<file path="src/rtl/bk_pkg.sv">
// Shared types and helpers for the pipelined Brent-Kung adder.
package bk_pkg;

  localparam int unsigned MaxWidth = 1024;

  typedef struct packed {
    logic p;
    logic g;
  } pg_t;

  function automatic int unsigned bk_levels(int unsigned width);
    return $clog2(width);
  endfunction

  // Prefix operator: hi covers the more significant span.
  function automatic pg_t pg_combine(pg_t hi, pg_t lo);
    pg_t r;
    r.g = hi.g | (hi.p & lo.g);
    r.p = hi.p & lo.p;
    return r;
  endfunction

  // Signed saturation limits for a given width: 0x80..0 when neg, else 0x7F..F.
  function automatic logic [MaxWidth-1:0] sat_const(int unsigned width, logic neg);
    logic [MaxWidth-1:0] msb;
    msb = MaxWidth'(1) << (width - 1);
    return neg ? msb : msb - MaxWidth'(1);
  endfunction

endpackage

</file>
<file path="src/rtl/bk_prefix_tree.sv">
// Combinational Brent-Kung carry network: up-sweep then down-sweep, c[0] = cin.
module bk_prefix_tree
  import bk_pkg::*;
#(
  parameter int unsigned WIDTH = 32
) (
  input  logic [WIDTH-1:0] p,
  input  logic [WIDTH-1:0] g,
  input  logic             cin,
  output logic [WIDTH:0]   c
);

  localparam int unsigned Levels = bk_levels(WIDTH);

  pg_t [Levels:0][WIDTH-1:0]   up;
  pg_t [Levels-1:0][WIDTH-1:0] dn;

  // Carry-in is folded into bit 0 so every prefix already includes it.
  assign up[0][0] = pg_t'{p: p[0], g: g[0] | (p[0] & cin)};
  for (genvar i = 1; i < WIDTH; i++) begin : g_leaf
    assign up[0][i] = pg_t'{p: p[i], g: g[i]};
  end

  for (genvar l = 0; l < Levels; l++) begin : g_up
    for (genvar i = 0; i < WIDTH; i++) begin : g_bit
      if (((i + 1) % (1 << (l + 1))) == 0) begin : g_node
        assign up[l+1][i] = pg_combine(up[l][i], up[l][i-(1<<l)]);
      end else begin : g_pass
        assign up[l+1][i] = up[l][i];
      end
    end
  end

  assign dn[Levels-1] = up[Levels];

  for (genvar d = 0; d < Levels - 1; d++) begin : g_dn
    for (genvar i = 0; i < WIDTH; i++) begin : g_bit
      if ((((i + 1) % (1 << (d + 1))) == (1 << d)) && (i >= (1 << (d + 1)))) begin : g_node
        assign dn[d][i] = pg_combine(dn[d+1][i], dn[d+1][i-(1<<d)]);
      end else begin : g_pass
        assign dn[d][i] = dn[d+1][i];
      end
    end
  end

  assign c[0] = cin;
  for (genvar i = 0; i < WIDTH; i++) begin : g_carry
    assign c[i+1] = dn[0][i].g;
  end

  // Group-propagate terms at the tree edges are intentionally left dangling.
  logic unused_pg;
  assign unused_pg = ^{up, dn};

endmodule

</file>
<file path="src/rtl/bk_adder_pipe.sv">
// Three-stage pipelined Brent-Kung adder/subtractor with valid/ready flow control.
// Optional signed saturation of the sum is enabled by defining BK_ADDER_PIPE_SAT_EN.
module bk_adder_pipe
  import bk_pkg::*;
#(
  parameter int unsigned WIDTH = 32,
  parameter int unsigned TAG_W = 4
) (
  input  logic             clk,
  input  logic             rst,
  input  logic             in_valid,
  output logic             in_ready,
  input  logic [WIDTH-1:0] in_a,
  input  logic [WIDTH-1:0] in_b,
  input  logic             in_cin,
  input  logic             in_sub,
  input  logic [TAG_W-1:0] in_tag,
  output logic             out_valid,
  input  logic             out_ready,
  output logic [WIDTH-1:0] out_sum,
  output logic             out_cout,
  output logic             out_ovf,
  output logic             out_zero,
  output logic [TAG_W-1:0] out_tag
);

  logic             v1_q, v1_d;
  logic [WIDTH-1:0] a1_q, a1_d, b1_q, b1_d;
  logic             cin1_q, cin1_d;
  logic [TAG_W-1:0] tag1_q, tag1_d;

  logic             v2_q, v2_d;
  logic [WIDTH-1:0] p2_q, p2_d;
  logic [WIDTH:0]   c2_q, c2_d;
  logic [TAG_W-1:0] tag2_q, tag2_d;

  logic             v3_q, v3_d;
  logic [WIDTH-1:0] sum3_q, sum3_d;
  logic             cout3_q, cout3_d, ovf3_q, ovf3_d, zero3_q, zero3_d;
  logic [TAG_W-1:0] tag3_q, tag3_d;

  logic ready1, ready2, ready3;

  // A stage may take new data when empty or when its content moves on this cycle.
  assign ready3   = !v3_q || out_ready;
  assign ready2   = !v2_q || ready3;
  assign ready1   = !v1_q || ready2;
  assign in_ready = ready1;

  always_comb begin
    v1_d   = v1_q;
    a1_d   = a1_q;
    b1_d   = b1_q;
    cin1_d = cin1_q;
    tag1_d = tag1_q;
    if (ready1) v1_d = in_valid;
    if (in_valid && ready1) begin
      a1_d   = in_a;
      b1_d   = in_sub ? ~in_b : in_b;
      cin1_d = in_sub ? 1'b1 : in_cin;
      tag1_d = in_tag;
    end
  end

  logic [WIDTH-1:0] p_w, g_w;
  logic [WIDTH:0]   c_w;

  assign p_w = a1_q ^ b1_q;
  assign g_w = a1_q & b1_q;

  bk_prefix_tree #(
    .WIDTH(WIDTH)
  ) u_prefix_tree (
    .p  (p_w),
    .g  (g_w),
    .cin(cin1_q),
    .c  (c_w)
  );

`ifdef BK_ADDER_PIPE_SAT_EN
  localparam logic [MaxWidth-1:0] SatPosFull = sat_const(WIDTH, 1'b0);
  localparam logic [MaxWidth-1:0] SatNegFull = sat_const(WIDTH, 1'b1);
  localparam logic [WIDTH-1:0]    SatPos     = SatPosFull[WIDTH-1:0];
  localparam logic [WIDTH-1:0]    SatNeg     = SatNegFull[WIDTH-1:0];

  logic sa2_q, sa2_d;
`endif

  always_comb begin
    v2_d   = v2_q;
    p2_d   = p2_q;
    c2_d   = c2_q;
    tag2_d = tag2_q;
`ifdef BK_ADDER_PIPE_SAT_EN
    sa2_d  = sa2_q;
`endif
    if (ready2) v2_d = v1_q;
    if (v1_q && ready2) begin
      p2_d   = p_w;
      c2_d   = c_w;
      tag2_d = tag1_q;
`ifdef BK_ADDER_PIPE_SAT_EN
      sa2_d  = a1_q[WIDTH-1];
`endif
    end
  end

  logic [WIDTH-1:0] sum_raw, sum_fin;
  logic             ovf_raw;

  always_comb begin
    sum_raw = p2_q ^ c2_q[WIDTH-1:0];
    ovf_raw = c2_q[WIDTH] ^ c2_q[WIDTH-1];
    sum_fin = sum_raw;
`ifdef BK_ADDER_PIPE_SAT_EN
    if (ovf_raw) sum_fin = sa2_q ? SatNeg : SatPos;
`endif
  end

  always_comb begin
    v3_d    = v3_q;
    sum3_d  = sum3_q;
    cout3_d = cout3_q;
    ovf3_d  = ovf3_q;
    zero3_d = zero3_q;
    tag3_d  = tag3_q;
    if (ready3) v3_d = v2_q;
    if (v2_q && ready3) begin
      sum3_d  = sum_fin;
      cout3_d = c2_q[WIDTH];
      ovf3_d  = ovf_raw;
      zero3_d = (sum_fin == '0);
      tag3_d  = tag2_q;
    end
  end

  always_ff @(posedge clk) begin
    if (rst) begin
      v1_q    <= 1'b0;
      a1_q    <= '0;
      b1_q    <= '0;
      cin1_q  <= 1'b0;
      tag1_q  <= '0;
      v2_q    <= 1'b0;
      p2_q    <= '0;
      c2_q    <= '0;
      tag2_q  <= '0;
`ifdef BK_ADDER_PIPE_SAT_EN
      sa2_q   <= 1'b0;
`endif
      v3_q    <= 1'b0;
      sum3_q  <= '0;
      cout3_q <= 1'b0;
      ovf3_q  <= 1'b0;
      zero3_q <= 1'b0;
      tag3_q  <= '0;
    end else begin
      v1_q    <= v1_d;
      a1_q    <= a1_d;
      b1_q    <= b1_d;
      cin1_q  <= cin1_d;
      tag1_q  <= tag1_d;
      v2_q    <= v2_d;
      p2_q    <= p2_d;
      c2_q    <= c2_d;
      tag2_q  <= tag2_d;
`ifdef BK_ADDER_PIPE_SAT_EN
      sa2_q   <= sa2_d;
`endif
      v3_q    <= v3_d;
      sum3_q  <= sum3_d;
      cout3_q <= cout3_d;
      ovf3_q  <= ovf3_d;
      zero3_q <= zero3_d;
      tag3_q  <= tag3_d;
    end
  end

  assign out_valid = v3_q;
  assign out_sum   = sum3_q;
  assign out_cout  = cout3_q;
  assign out_ovf   = ovf3_q;
  assign out_zero  = zero3_q;
  assign out_tag   = tag3_q;

endmodule

</file>
<file path="config.mk">
export PLATFORM = sky130hd
export DESIGN_NAME = bk_adder_pipe
export DESIGN_NICKNAME = d
export VERILOG_FILES = /design/src/rtl/bk_pkg.sv /design/src/rtl/bk_prefix_tree.sv /design/src/rtl/bk_adder_pipe.sv
export SDC_FILE = /design/constraint.sdc
export NUM_CORES = 1
export LEC_CHECK = 0
export CORE_MARGIN = 4
export CORE_UTILIZATION = 49
export DETAILED_ROUTE_END_ITERATION = 12
export PLACE_DENSITY = 0.76
export SLEW_MARGIN = 20
export SYNTH_ARGS = -nofsm -noshare
export SYNTH_HDL_FRONTEND = slang
export SYNTH_SLANG_ARGS = --single-unit
</file>
<file path="constraint.sdc">
create_clock -name clk -period 1.95 [get_ports clk]
set_input_delay 0.2925 -clock clk [delete_from_list [all_inputs] [get_ports clk]]
set_output_delay 0.2925 -clock clk [all_outputs]
set_load 0.01 [all_outputs]
</file>
==> results of run 1 <==
-- area by class of cell --
cell class	instances	area [um^2]	area share, %
Clock inverter	15	133	1.24
Multi-Input combinational cell	669	4250	39.6
Inverter	3	11.3	0.105
Sequential cell	180	3620	33.7
Tap cell	211	264	2.46
Clock buffer	17	425	3.96
Timing Repair Buffer	214	2030	18.9
-- cell usage after synthesis, types with 2 or more instances --
library cell	count	share of area (%)
a31o_1	2	0.23
inv_1	3	0.15
o21ai_1	5	0.32
nor2_1	100	4.8
dfxtp_1	180	46
ha_1	32	5.2
o22ai_1	3	0.24
clkbuf_1	50	2.4
xnor2_1	62	7.0
a21o_1	8	0.77
xor2_1	3	0.34
nor2b_1	3	0.24
nand2_1	191	9.2
a211oi_1	71	6.9
a211oi_2	2	0.32
o31ai_1	2	0.19
a21o_4	2	0.39
buf_2	9	0.58
nor2b_2	2	0.23
o21ai_0	7	0.45
mux2i_1	4	0.52
a31oi_1	5	0.40
buf_1	3	0.15
a21oi_1	105	6.8
nand4_1	12	0.97
nor3_1	17	1.1
nand3b_1	2	0.19
nor4_1	3	0.24
nand3_1	5	0.32
a21oi_2	2	0.23
nand2b_1	4	0.32
-- worst paths after layout --
| kind | from | to | cells past startpoint |
|---|---|---|---|
| hold reg to reg | out_tag[2]$_SDFFE_PP0P_ | out_tag[2]$_SDFFE_PP0P_ | 2 |
| setup / recovery | b1_q[0]$_SDFFE_PP0P_ | c2_q[23]$_SDFFE_PP0P_ | 8 |
| setup reg to reg | b1_q[0]$_SDFFE_PP0P_ | c2_q[23]$_SDFFE_PP0P_ | 8 |
| hold / removal | rst | c2_q[22]$_SDFFE_PP0P_ | 2 |
-- sequential cells by signal, summed over array words and instances (netlist names) --
name	flops
out_zero	1
out_valid	1
a1_q	32
c2_q	33
v1_q	1
p2_q	32
out_cout	1
b1_q	32
cin1_q	1
out_tag	4
out_sum	32
tag1_q	4
out_ovf	1
v2_q	1
tag2_q	4
-- power groups by stage --
stage          sequential, uW  clock [uW]  combinational [uW]
6_report                 4020        3250                1450
5_1_grt                  4040        3430                1570
4_1_cts                  4010        3270                1380
3_5_place_dp             4080           0                1340
3_3_place_gp             4070           0                1320
2_1_floorplan            4070           0                 703
-- per-layer routing --
metal / global-route usage (%) / part of all wire [%]
met4: 8.06 / 2.6
met2: 33.5 / 43
met1: 32.2 / 49
met5: 0 / 0
met3: 3.90 / 5.8
-- worst max-delay path: stages (launching register included) --
cell      delay [ns]
dfxtp_4         0.36
ha_4            0.27
a21o_4          0.13
nand4_4         0.11
a211oi_4        0.40
o2111a_1        0.32
o21ai_2         0.08
o21ai_2         0.15
a31o_1          0.14
-- stage by stage --
stage	instances	TNS (ns)	util [%]
after floorplan	914	0	-
after global placement	1267	-0.762	63.6
after detailed placement	1267	-1.48	63.6
after CTS	1303	-0.00124	68.0
after global routing	1309	-0.916	69.9
final	1309	-0.244	69.9
-- cell usage in the layout (no fill, tap or decap), types with 10 or more instances in the layout --
master,count
ha_4,12
clkdlybuf4s50_1,111
nand4_1,12
nor2_1,97
dfxtp_2,10
nand2_1,189
xnor2_1,62
ha_1,18
clkbuf_16,17
buf_4,89
a211oi_1,66
dfxtp_1,169
nor3_1,14
a21oi_1,96
buf_12,12
-- logic make-up after synthesis --
kind of cell | Yosys count | share of synthesized area (%)
flops | 180 | 46.5
xor+xnor | 65 | 7.34
fa+ha+maj | 32 | 5.16
mux | 4 | 0.516
compound gates | 223 | 18.7
buf+inv | 65 | 3.29
simple gates | 345 | 18.6
-- what timing repair did --
| item | in CTS | in global routing |
|---|---|---|
| setup endpoints to repair | 19 | 25 |
| pin swaps | 10 | 35 |
| setup buffers | 4 | 6 |
| gates resized for setup | 21 | 44 |
==> results by group, run 1 <==
Status
  – Run status: finished with violations
  – Failing checks: setup timing

Pwr
  – Pleak: 0.00403 uW
  – P_int: 6380 uW
  – Switching share of power: 26.9%
  – Final Total Pwr: 8720 uW
  – Peak supply drop: 0.708 mV
  – Pwr dens: 812 mW/mm^2
  – Switching power: 2340 uW
  – Clock Power Share: 37.3%
  – Sequential Power Share: 46.1%
  – Comb power frac: 16.6%

STA
  – Clk_skew: 0.00767 ns
  – Hold Slack: 0.279 ns
  – Worst relative slew slack: 41.1%
  – Final hold vios: 0
  – Tmin final: 2.01 ns
  – Worst slew pin tran: 0.884 ns
  – RSZ-0062 raised after global routing: yes
  – Final WS setup: -0.0606 ns
  – Tcrit/Tclk final: 103%
  – Max Clk Rate: 497 MHz
  – Max-slew violations: 0
  – Finish-stage setup viols: 8

Cells and area
  – Layout cell share with drive strength beyond 1: 19.1%
  – Nets: 1191
  – FILL cells: 1173
  – Area grow syn2layout: 38.5%
  – Antenna diodes: 0
  – Final Cell Area: 0.0107 mm^2

Worst setup path
  – Largest fanout on the critical path: 4
  – Type of the worst setup path: flip-flop to flip-flop
  – CP Capture Type: flip-flop
  – Crit path required time: 2.33 ns
  – Setup crit start kind: flip-flop
  – Crit path DAT: 2.39 ns
  – R2R Setup Slk: -0.06 ns

Route
  – First-pass DRT Iterations: 7
  – Total wire length: 20300 um
  – Antenna viol nets, final: 0
  – Wire per inst: 15.5 um
  – DRT iter0 DRCs: 438
  – Residual DRC: 0
  – Vias: 6955
  – Vias per cell: 5.31

CTS
  – H-Tree Level Count: 4
  – CTS tree: done
  – Worst-path clk slew: 0.07 ns
  – Num CTS Buffers: 17
  – Skew-Pair Late Insertion Delay: 0.43 ns
  – CTS root buf: clkbuf_16
  – Clock buffer depth: 2
  – CTS sink cnt: 180
  – # hold bufs at CTS: 0

GRT
  – Vias in the first global route: 6374
  – Initial antenna violation count: 0
  – Largest net degree at the start of global routing: 64
  – Gr usage total: 22.3%
  – GR Overflow Total: 0
  – First-pass GRT wire length: 32400 um

Floorplanning
  – I/O Pins: 115
  – Core area: 0.0154 mm^2
  – Rows: 45
  – Die Y: 134 um
  – Die W: 134 um
  – Full die area: 0.0179 mm^2
  – Initial Util: 50.5%

Yosys
  – Synth unique cells: 46
  – Number of synthesized flops with an enable pin: 0
  – Avg Synthesized Cell Area: 8.48 um^2
  – Seq/Total Area, Yosys: 46.5%
  – Cells after synthesis: 914
  – Cell Area, Synth: 0.00775 mm^2
  – Top_reg_cell synth: dfxtp_1
  – Syn nets: 1020
  – Async SR Flop Fraction: 0%
  – Yosys reg bits: 180
  – Synth Warn #: 0

Job
  – Max Cap Violations: 0

Worst hold path
  – HP Class: input port to flip-flop

Placement
  – PortBufs: 114
  – Dpl ws: -0.178 ns
  – Post-place instance area: 0.00978 mm^2
  – Final HPWL DP: 14500 um
  – GPL Wtd Cong: 0.925
Note: power is estimated with default switching activity, not from simulation.
==> inputs of run 2 (changes only) <==
Settings changed: RECOVER_POWER set to 25.
==> run 2 against run 1 <==
  * Sequential share of layout area is 0.21 points higher
  * Cell area is 0.63% lower
  * Core utilization is 0.44 points lower
  * Non-clock buffer count stayed put
  * Register-to-register slack hardly changed
  * Critical endpoint unchanged
  * Sequential power hardly changed
  * Worst hold slack worse by 0.0050 ns
  * Global-route usage stayed put
  * Critical path depth stayed put
  * Die area stayed put
  * The run still ends with setup timing left
  * Combinational power hardly changed
  * Final cell count stayed put
==> results by group, run 2 (synthesis results as in run 1) <==
Cells and area
  – Core Util, Final: 69.4% (-0.44 points)
  – Nets: 1191 (unchanged)
  – Layout cell share with drive strength beyond 1: 18.8% (-0.36 points)
  – Final Cell Area: 0.0107 mm^2 (-0.63%)
  – FF+latch area: 0.00362 mm^2 (unchanged)
  – FILL cells: 1185 (+1.0%)
  – Antenna diodes: 0 (unchanged)
  – Area grow syn2layout: 37.6%
  – Largest Register: c2_q
  – Commonest non-fill, non-tap cell in the layout: nand2_1
  – Area of the multi-input gates: 0.00424 mm^2 (-0.29%)
  – Commonest cells after routing, fill and taps aside: nand2_1 (189), dfxtp_1 (169), clkdlybuf4s50_1 (111), nor2_1 (97), a21oi_1 (96)
  – Max reg flops: 33 (unchanged)

Job
  – Max Cap Violations: 0 (unchanged)

Worst hold path
  – HP Class: input port to flip-flop
  – Hold endpoint: c2_q[22]$_SDFFE_PP0P_
  – Hold path depth: 2 (unchanged)
  – Hold Startpoint: rst

STA
  – Tmin final: 2.00 ns (-0.0123 ns)
  – Worst relative slew slack: 41.2% (+0.12 points)
  – Max-slew violations: 0 (unchanged)
  – Finish-stage setup viols: 7 (-1)
  – Final hold vios: 0 (unchanged)
  – Clk_skew: 0.0151 ns (+0.00746 ns)
  – Tcrit/Tclk final: 102% (-0.63 points)
  – Final WS setup: -0.0483 ns (+0.0123 ns)
  – RSZ-0062 raised after global routing: yes
  – Hold Slack: 0.274 ns (-0.00503 ns)
  – Worst slew pin tran: 0.882 ns (-0.00183 ns)
  – Max Clk Rate: 500 MHz (+0.62%)

Pwr
  – Pleak: 0.00400 uW (-0.59%)
  – Final Total Pwr: 8720 uW (about the same)
  – Pwr dens: 817 mW/mm^2 (+0.60%)
  – Peak supply drop: 0.712 mV (+0.56%)

GRT
  – Initial antenna violation count: 0 (unchanged)
  – GR Overflow Total: 0 (unchanged)
  – Largest net degree at the start of global routing: 64 (unchanged)
  – Gr usage total: 22.3% (unchanged)
  – Vias in the first global route: 6374 (unchanged)
  – First-pass GRT wire length: 32400 um (unchanged)

Status
  – Failing checks: setup timing
  – Run status: finished with violations

Placement
  – PortBufs: 114 (unchanged)
  – Dpl ws: -0.178 ns (unchanged)
  – Final HPWL DP: 14500 um (unchanged)
  – Post-place instance area: 0.00978 mm^2 (unchanged)
  – GPL Wtd Cong: 0.925 (unchanged)

CTS
  – Skew-Pair Late Insertion Delay: 0.44 ns (about the same)
  – CTS tree: done
  – Num CTS Buffers: 17 (unchanged)
  – Worst-path clk slew: 0.07 ns (about the same)
  – CTS root buf: clkbuf_16
  – # hold bufs at CTS: 0 (unchanged)
  – CTS sink cnt: 180 (unchanged)
  – H-Tree Level Count: 4 (unchanged)
  – Clock buffer depth: 2 (unchanged)

Route
  – DRT iter0 DRCs: 495 (+13%)
  – First-pass DRT Iterations: 5 (-2)
  – Residual DRC: 0 (unchanged)
  – Antenna viol nets, final: 0 (unchanged)
  – Vias per cell: 5.31 (-0.14%)
  – Wire per inst: 15.6 um (+0.44%)
  – Vias: 6945 (-0.14%)
  – Total wire length: 20400 um (+0.44%)

Worst setup path
  – R2R cell count: 8 (unchanged)
  – Worst flop-to-flop path endpoint: c2_q[23]$_SDFFE_PP0P_
  – Setup crit start kind: flip-flop
  – Largest fanout on the critical path: 4 (unchanged)
  – R2R Setup Slk: -0.05 ns (about the same)
  – Crit path DAT: 2.39 ns (about the same)
  – Slowest cell on the critical path: a211oi_4
  – Buf+Inv Stages, Crit Path: 0 (unchanged)
  – Crit path required time: 2.34 ns (about the same)
  – Max incr delay on CP: 0.39 ns (about the same)
  – Type of the worst setup path: flip-flop to flip-flop
  – RR Startpoint: b1_q[0]$_SDFFE_PP0P_
  – Cell Chain, Critical Path: ha_4 -> a21o_4 -> nand4_4 -> a211oi_4 -> o2111a_1 -> o21ai_2 -> o21ai_2 -> a31o_1
  – Crit-path leading delay family: compound AO/OA/AOI/OAI gates
  – Critical path's most frequent cell: o21ai_2
  – CP Capture Type: flip-flop

Floorplanning
  – Die Y: 134 um (unchanged)
  – Core area: 0.0154 mm^2 (unchanged)
  – Die W: 134 um (unchanged)
  – Rows: 45 (unchanged)
  – I/O Pins: 115 (unchanged)
  – Full die area: 0.0179 mm^2 (unchanged)
  – Initial Util: 50.5% (unchanged)
[run 2: cell type report]
| class | instances | area share [%] |
|---|---|---|
| Multi-Input combinational cell | 669 | 39.7 |
| Inverter | 3 | 0.106 |
| Clock inverter | 15 | 1.24 |
| Tap cell | 211 | 2.47 |
| Clock buffer | 17 | 3.99 |
| Timing Repair Buffer | 214 | 18.5 |
| Sequential cell | 180 | 33.9 |
[run 2: worst max-delay path by stage]
| stage | endpoint | slack [ns] | start | depth (start not counted) |
|---|---|---|---|---|
| floorplan | c2_q[25]$_SDFFE_PP0P_ | 0.04 | a1_q[13]$_SDFFE_PP0P_ | 8 |
| global placement | in_ready | -0.13 | out_ready | 4 |
| detailed placement | c2_q[15]$_SDFFE_PP0P_ | -0.18 | a1_q[2]$_SDFFE_PP0P_ | 9 |
| CTS | c2_q[25]$_SDFFE_PP0P_ | -0.001 | a1_q[13]$_SDFFE_PP0P_ | 8 |
| global route | c2_q[19]$_SDFFE_PP0P_ | -0.10 | b1_q[0]$_SDFFE_PP0P_ | 8 |
| finish | c2_q[23]$_SDFFE_PP0P_ | -0.05 | b1_q[0]$_SDFFE_PP0P_ | 8 |
[run 2: report_power, final]
part,total (uW),switching (uW),internal (uW)
clock network,3270,1500,1760
logic,1430,707,726
registers,4020,145,3880
[run 2: stage by stage]
step / std cells / TNS (ns)
after global routing: 1309 / -1.03
after floorplan: 914 / 0
after CTS: 1303 / -0.00124
after detailed placement: 1267 / -1.48
after global placement: 1267 / -0.762
final: 1309 / -0.200
[run 2: what timing repair did]
action | 4_1_cts | 5_1_grt
buffers inserted | 4 | 6
pin swaps | 10 | 35
setup endpoints to repair | 19 | 25
resized for setup | 21 | 44
[run 2: routing by layer]
layer  up-vias  wire length, um  track usage, %
met5         -                0               0
met4         0              483            8.06
met3        36             1220            3.90
met2       246             8780            33.5
met1      3171             9880            32.2
li1       3492                -               -
==> inputs of run 3 (changes only) <==
Settings changed: CORE_UTILIZATION 49 to 54, PLACE_DENSITY 0.76 to 0.8.
Clock period 1.95 ns to 2 ns, I/O delays scaled along.
==> run 3 against run 2 <==
  * Non-clock buffer count shrank 40
  * Clock skew shrank 0.0082 ns
  * Worst hold slack lost 0.027 ns
  * Final cell count shrank 5.6%
  * The run now ends clean
  * Critical endpoint is now c2_q[28]$_SDFFE_PP0P_
  * Cell area shrank 4.6%
  * Sequential power shrank 3%
==> results by group, run 3 (synthesis results as in run 1) <==
Status
  – Run status: finished clean

Cells and area
  – Layout cell share with drive strength beyond 1: 12.4% (-6.4 points)
  – Largest Register: c2_q
  – Antenna diodes: 0 (unchanged)
  – Commonest cells after routing, fill and taps aside: nand2_1 (190), dfxtp_1 (175), clkdlybuf4s50_1 (111), a21oi_1 (101), nor2_1 (99)
  – Area grow syn2layout: 31.3%
  – Commonest non-fill, non-tap cell in the layout: nand2_1
  – Max reg flops: 33 (unchanged)
  – Nets: 1151 (-3.4%)
  – Core Util, Final: 72.8% (+3.4 points)

Floorplanning
  – Core area: 0.0140 mm^2 (-9.0%)
  – Die Y: 128 um (-4.5%)
  – Rows: 43 (-4.4%)
  – Initial Util: 55.4% (+5.0 points)
  – I/O Pins: 115 (unchanged)
  – Die W: 128 um (-4.5%)
  – Full die area: 0.0163 mm^2 (-8.7%)

Route
  – Vias: 6750 (-2.8%)
  – Residual DRC: 0 (unchanged)
  – First-pass DRT Iterations: 5 (unchanged)
  – Wl on met1: 9180 um (-7.1%)
  – DRT iter0 DRCs: 406 (-18%)
  – Wire per inst: 15.5 um (-0.47%)
  – Met3 routed WL: 1210 um (-0.98%)
  – WL met2: 8510 um (-3.1%)
  – Total wire length: 19100 um (-6.0%)
  – Antenna viol nets, final: 0 (unchanged)
  – Vias per cell: 5.46 (+2.9%)
  – Highest Signal Layer: met4

GRT
  – Largest net degree at the start of global routing: 69 (+7.8%)
  – Gr usage total: 23.2% (+0.97 points)
  – Vias in the first global route: 6190 (-2.9%)
  – GR Overflow Total: 0 (unchanged)
  – Initial antenna violation count: 0 (unchanged)
  – First-pass GRT wire length: 30700 um (-5.3%)

Pwr
  – Switching power: 2130 uW (-9.7%)
  – Sequential Power Share: 45.5% (-0.6 points)
  – Pwr dens: 844 mW/mm^2 (+3.2%)
  – Switching share of power: 24.8% (-2.2 points)
  – Peak supply drop: 0.691 mV (-3.0%)
  – P_int: 6460 uW (+1.5%)
  – Clock Power Share: 39.5% (+2.1 points)
  – Final Total Pwr: 8590 uW (-1.5%)
  – Comb power frac: 15.0% (-1.4 points)
  – Pleak: 0.00382 uW (-4.7%)

Worst setup path
  – Setup crit start kind: flip-flop
  – Cell Chain, Critical Path: ha_4 -> a21o_4 -> nand4_4 -> a211oi_4 -> o21a_4 -> a21o_4 -> nand2b_4 -> a311oi_2
  – Critical path's most frequent cell: a21o_4
  – Crit path DAT: 2.34 ns (-0.05 ns)
  – Type of the worst setup path: flip-flop to flip-flop
  – Crit path required time: 2.35 ns (about the same)
  – Max incr delay on CP: 0.38 ns (about the same)
  – CP Capture Type: flip-flop
  – Largest fanout on the critical path: 5 (+1)
  – Slowest cell on the critical path: a211oi_4

STA
  – Worst slew pin tran: 0.890 ns (+0.00822 ns)
  – Final hold vios: 0 (unchanged)
  – Tcrit/Tclk final: 99.5% (-3.0 points)
  – Finish-stage setup viols: 0 (-7)
  – Max-slew violations: 0 (unchanged)
  – Worst relative slew slack: 40.7% (-0.55 points)
  – Final WS setup: 0.0110 ns (+0.0593 ns)
  – Tmin final: 1.99 ns (-0.00929 ns)
  – RSZ-0062 raised after global routing: yes
  – Clk_skew: 0.00695 ns (-0.00818 ns)
  – Max Clk Rate: 503 MHz (+0.47%)

Job
  – Max Cap Violations: 0 (unchanged)

Placement
  – GPL Wtd Cong: 0.897 (-3.0%)
  – Dpl ws: -0.0597 ns (+0.118 ns)
  – PortBufs: 114 (unchanged)
  – Final HPWL DP: 13600 um (-5.7%)

CTS
  – CTS sink cnt: 180 (unchanged)
  – CTS root buf: clkbuf_16
  – H-Tree Level Count: 4 (unchanged)
  – Skew-Pair Late Insertion Delay: 0.43 ns (about the same)
  – Clock buffer depth: 2 (unchanged)
  – Num CTS Buffers: 17 (unchanged)
  – CTS tree: done
  – Worst-path clk slew: 0.06 ns (about the same)

Worst hold path
  – HP Class: input port to flip-flop
run 3: changes by cell type in the layout (fill, tap and decap cells not counted), moves of 3 or more:
cell and delta:
ha_4 -7, ha_1 +8, dfxtp_2 -5, a21oi_1 +5
clkbuf_8 +3, clkbuf_2 -3, buf_4 -38, a211oi_2 -3
a211oi_1 +3, dfxtp_1 +6, a21oi_2 -4, clkinvlp_4 -3
run 3: cell type report:
cell class	count	area (um^2)
multi-input combinational	669	4070
fill	1045	3810
sequential	180	3610
timing repair buffer	174	1670
clock buffer	22	474
tap	180	225
clock inverter	8	125
inverter	3	11.3
run 3: repair_timing:
action                                 CTS  global route
resized for setup                        6            23
endpoints found under the hold margin    0             0
buffers inserted                         0             2
pin swaps                                4            20
hold buffers                             0             0
setup endpoints to repair               13            20
run 3: path summary, 6_finish.rpt:
kind,end,from,slack [ns],depth (start not counted)
setup reg to reg,c2_q[28]$_SDFFE_PP0P_,a1_q[0]$_SDFFE_PP0P_,0.01,8
setup / recovery,c2_q[28]$_SDFFE_PP0P_,a1_q[0]$_SDFFE_PP0P_,0.01,8
hold / removal,p2_q[21]$_SDFFE_PP0P_,rst,0.25,2
hold reg to reg,out_tag[3]$_SDFFE_PP0P_,tag2_q[3]$_SDFFE_PP0P_,0.45,2
run 3: per-stage QoR:
stage / instances / hold slack [ns] / instance area, um^2 / setup TNS, ns
5_1_grt: 1236 / 0.250 / 10200 / -0.312
6_report: 1236 / 0.247 / 10200 / 0
3_5_place_dp: 1204 / 0.447 / 9470 / -0.139
4_1_cts: 1234 / 0.222 / 10100 / 0
2_1_floorplan: 914 / 0.432 / 7750 / 0
3_3_place_gp: 1204 / 0.439 / 9470 / -0.0149
run 3: power by group through the flow:
| stage | Combinational, uW | Clock, uW | Sequential, uW |
|---|---|---|---|
| after floorplan | 683 | 0 | 3960 |
| after global placement | 1220 | 0 | 3970 |
| after detailed placement | 1240 | 0 | 3980 |
| after CTS | 1260 | 3430 | 3900 |
| after global routing | 1400 | 3570 | 3930 |
| final | 1290 | 3390 | 3910 |
run 3: worst max-delay path, delay by kind of cell (launching register included):
family	cells	cell delay, ns
fa+ha+maj	1	0.27
simple gates	2	0.17
compound gates	5	1.12
flops	1	0.34
run 3: metal layers:
metal  global-route usage, %  up-vias
met5                       0        -
met4                    7.12        0
met3                    4.29       25
met2                    34.3      214
met1                    34.5     3099
li1                        -     3412
==> RTL edit: new RTL, settings of run 3 <==
Reset style: asynchronous (`rst`), changed in one clocked block.
--- a/src/rtl/bk_adder_pipe.sv
+++ b/src/rtl/bk_adder_pipe.sv
@@ -134,7 +134,7 @@
     end
   end
 
-  always_ff @(posedge clk) begin
+  always_ff @(posedge clk or posedge rst) begin
     if (rst) begin
       v1_q    <= 1'b0;
       a1_q    <= '0;
Behaviour: differs if rst is asserted again (counterexample within 4 cycles, from zero or initial values and one cycle with rst high); with rst held inactive, the same outputs for 4 cycles.
==> RTL edit against run 3 <==
The flow now finishes with violations (negative setup slack). Worst setup slack got worse by 260 ps. Critical path depth up 2. Global-route usage rose by 0.31 points. Sequential cell count stayed put. Area after synthesis is 5.0% higher. Routed wire length up 2.6%. Utilization hardly changed. First-iteration DRC count up 4.4%. Non-clock buffer count shrank 15. Design area increased by 4.7%. Critical path type unchanged. Critical endpoint is now c2_q[27]. Highest routed layer unchanged.
Power is not compared: it rests on default switching activity, and its combinational part moved more than twofold at a synthesized area within 25%.
==> RTL edit: results (changes against run 3) <==
| Metric | Value |
|---|---|
| Asr flop ratio synth | 100% (+100 points) |
| Placed cells | 1069 (-11%) |
| ClkCell Share | 5.45% (-0.44 points) |
| Non-clock buffer count | 159 (-8.6%) |
| Wire length on met2 | 9740 um (+14%) |
| Met3 WL | 934 um (-23%) |
| GRT met2 Usage | 39.0% (+4.7 points) |
| Via count | 6144 (-9.0%) |
| Hold WC Path Type | input pin to asynchronous set/reset pin |
| Setup TNS | -2590 ps (-2590 ps) |
| Setup WS post-layout | -249 ps (-260 ps) |
| Non-Filler Instances | 1107 (-10%) |
| Post-cts sizing count | 20 (+14) |
| Reg2Reg Setup Slack | -250 ps (-260 ps) |
| Largest net degree at the start of global routing | 59 (-14%) |
| Placed cell area | 0.00987 mm2 (+4.2%) |
| Synth Area in Compound Gates | 9.34% (-9.3 points) |
| Tot GR Track Use | 23.6% (+0.31 points) |
| Register area share after synthesis | 55.3% (+8.8 points) |
| Placer Congestion | 0.875 (-2.5%) |
| Layout cells sized above 1 | 19.1% (+6.7 points) |
| Violated checks | negative setup slack |
| Area contributors post-synth | dfrtp_1 55%, nand2_1 9.4%, mux2_2 7.9% |
| DRT met1 WL | 8360 um (-8.9%) |
| Netlist Area Pre-Place | 0.00815 mm2 (+5.0%) |
| Initial drt markers | 424 (+4.4%) |
| Worst R2R Path Depth | 10 (+2) |
| Non-CTS inverters | 6 (+3) |
| Mux cell area share after synthesis | 8.13% (+7.6 points) |
| Vias in the first global route | 6327 (+2.2%) |
| FF-to-FF Start | b1_q[15] |
| GR Util met1 | 30.7% (-3.8 points) |
| FF/Latch Area | 0.00450 mm2 (+25%) |
| Worst-path maximum fanout | 4 (-1) |
| Setup violations, final | 20 (+20) |
| Status | complete, but fails checks |
| Post-Place Setup Slack | -266 ps (-207 ps) |
| Multi-input combinational area share | 35.3% (-4.7 points) |
| Mapped Nets | 873 (-14%) |
[RTL edit: cell types whose count changed after synthesis, moves of 15 or more]
cell and change:
nor3_1 -15, dfrtp_1 +180, a211oi_1 -71, clkbuf_1 -22
mux2_2 +57, nor2_1 -78, o21ai_0 +67, a21oi_1 -87
dfxtp_1 -180
[RTL edit: worst max-delay path, delay by kind of cell (launching register included)]
kind | cells | cell delay [ps]
adders and majority gates | 1 | 290
DFF | 1 | 410
buffers and inverters | 3 | 350
and+or+nand+nor | 3 | 480
AOI/OAI and AO/OA | 3 | 630
[RTL edit: worst max-delay path by stage]
stage / start / endpoint / slack (ps) / cells past startpoint
3_5_place_dp: a1_q[11] / c2_q[25] / -270 / 8
5_1_grt: a1_q[15] / c2_q[18] / -310 / 9
4_1_cts: a1_q[15] / c2_q[25] / -180 / 8
3_3_place_gp: a1_q[11] / c2_q[25] / -140 / 8
2_1_floorplan: rst / a1_q[0] / -610 / 1
6_report: b1_q[15] / c2_q[27] / -250 / 10
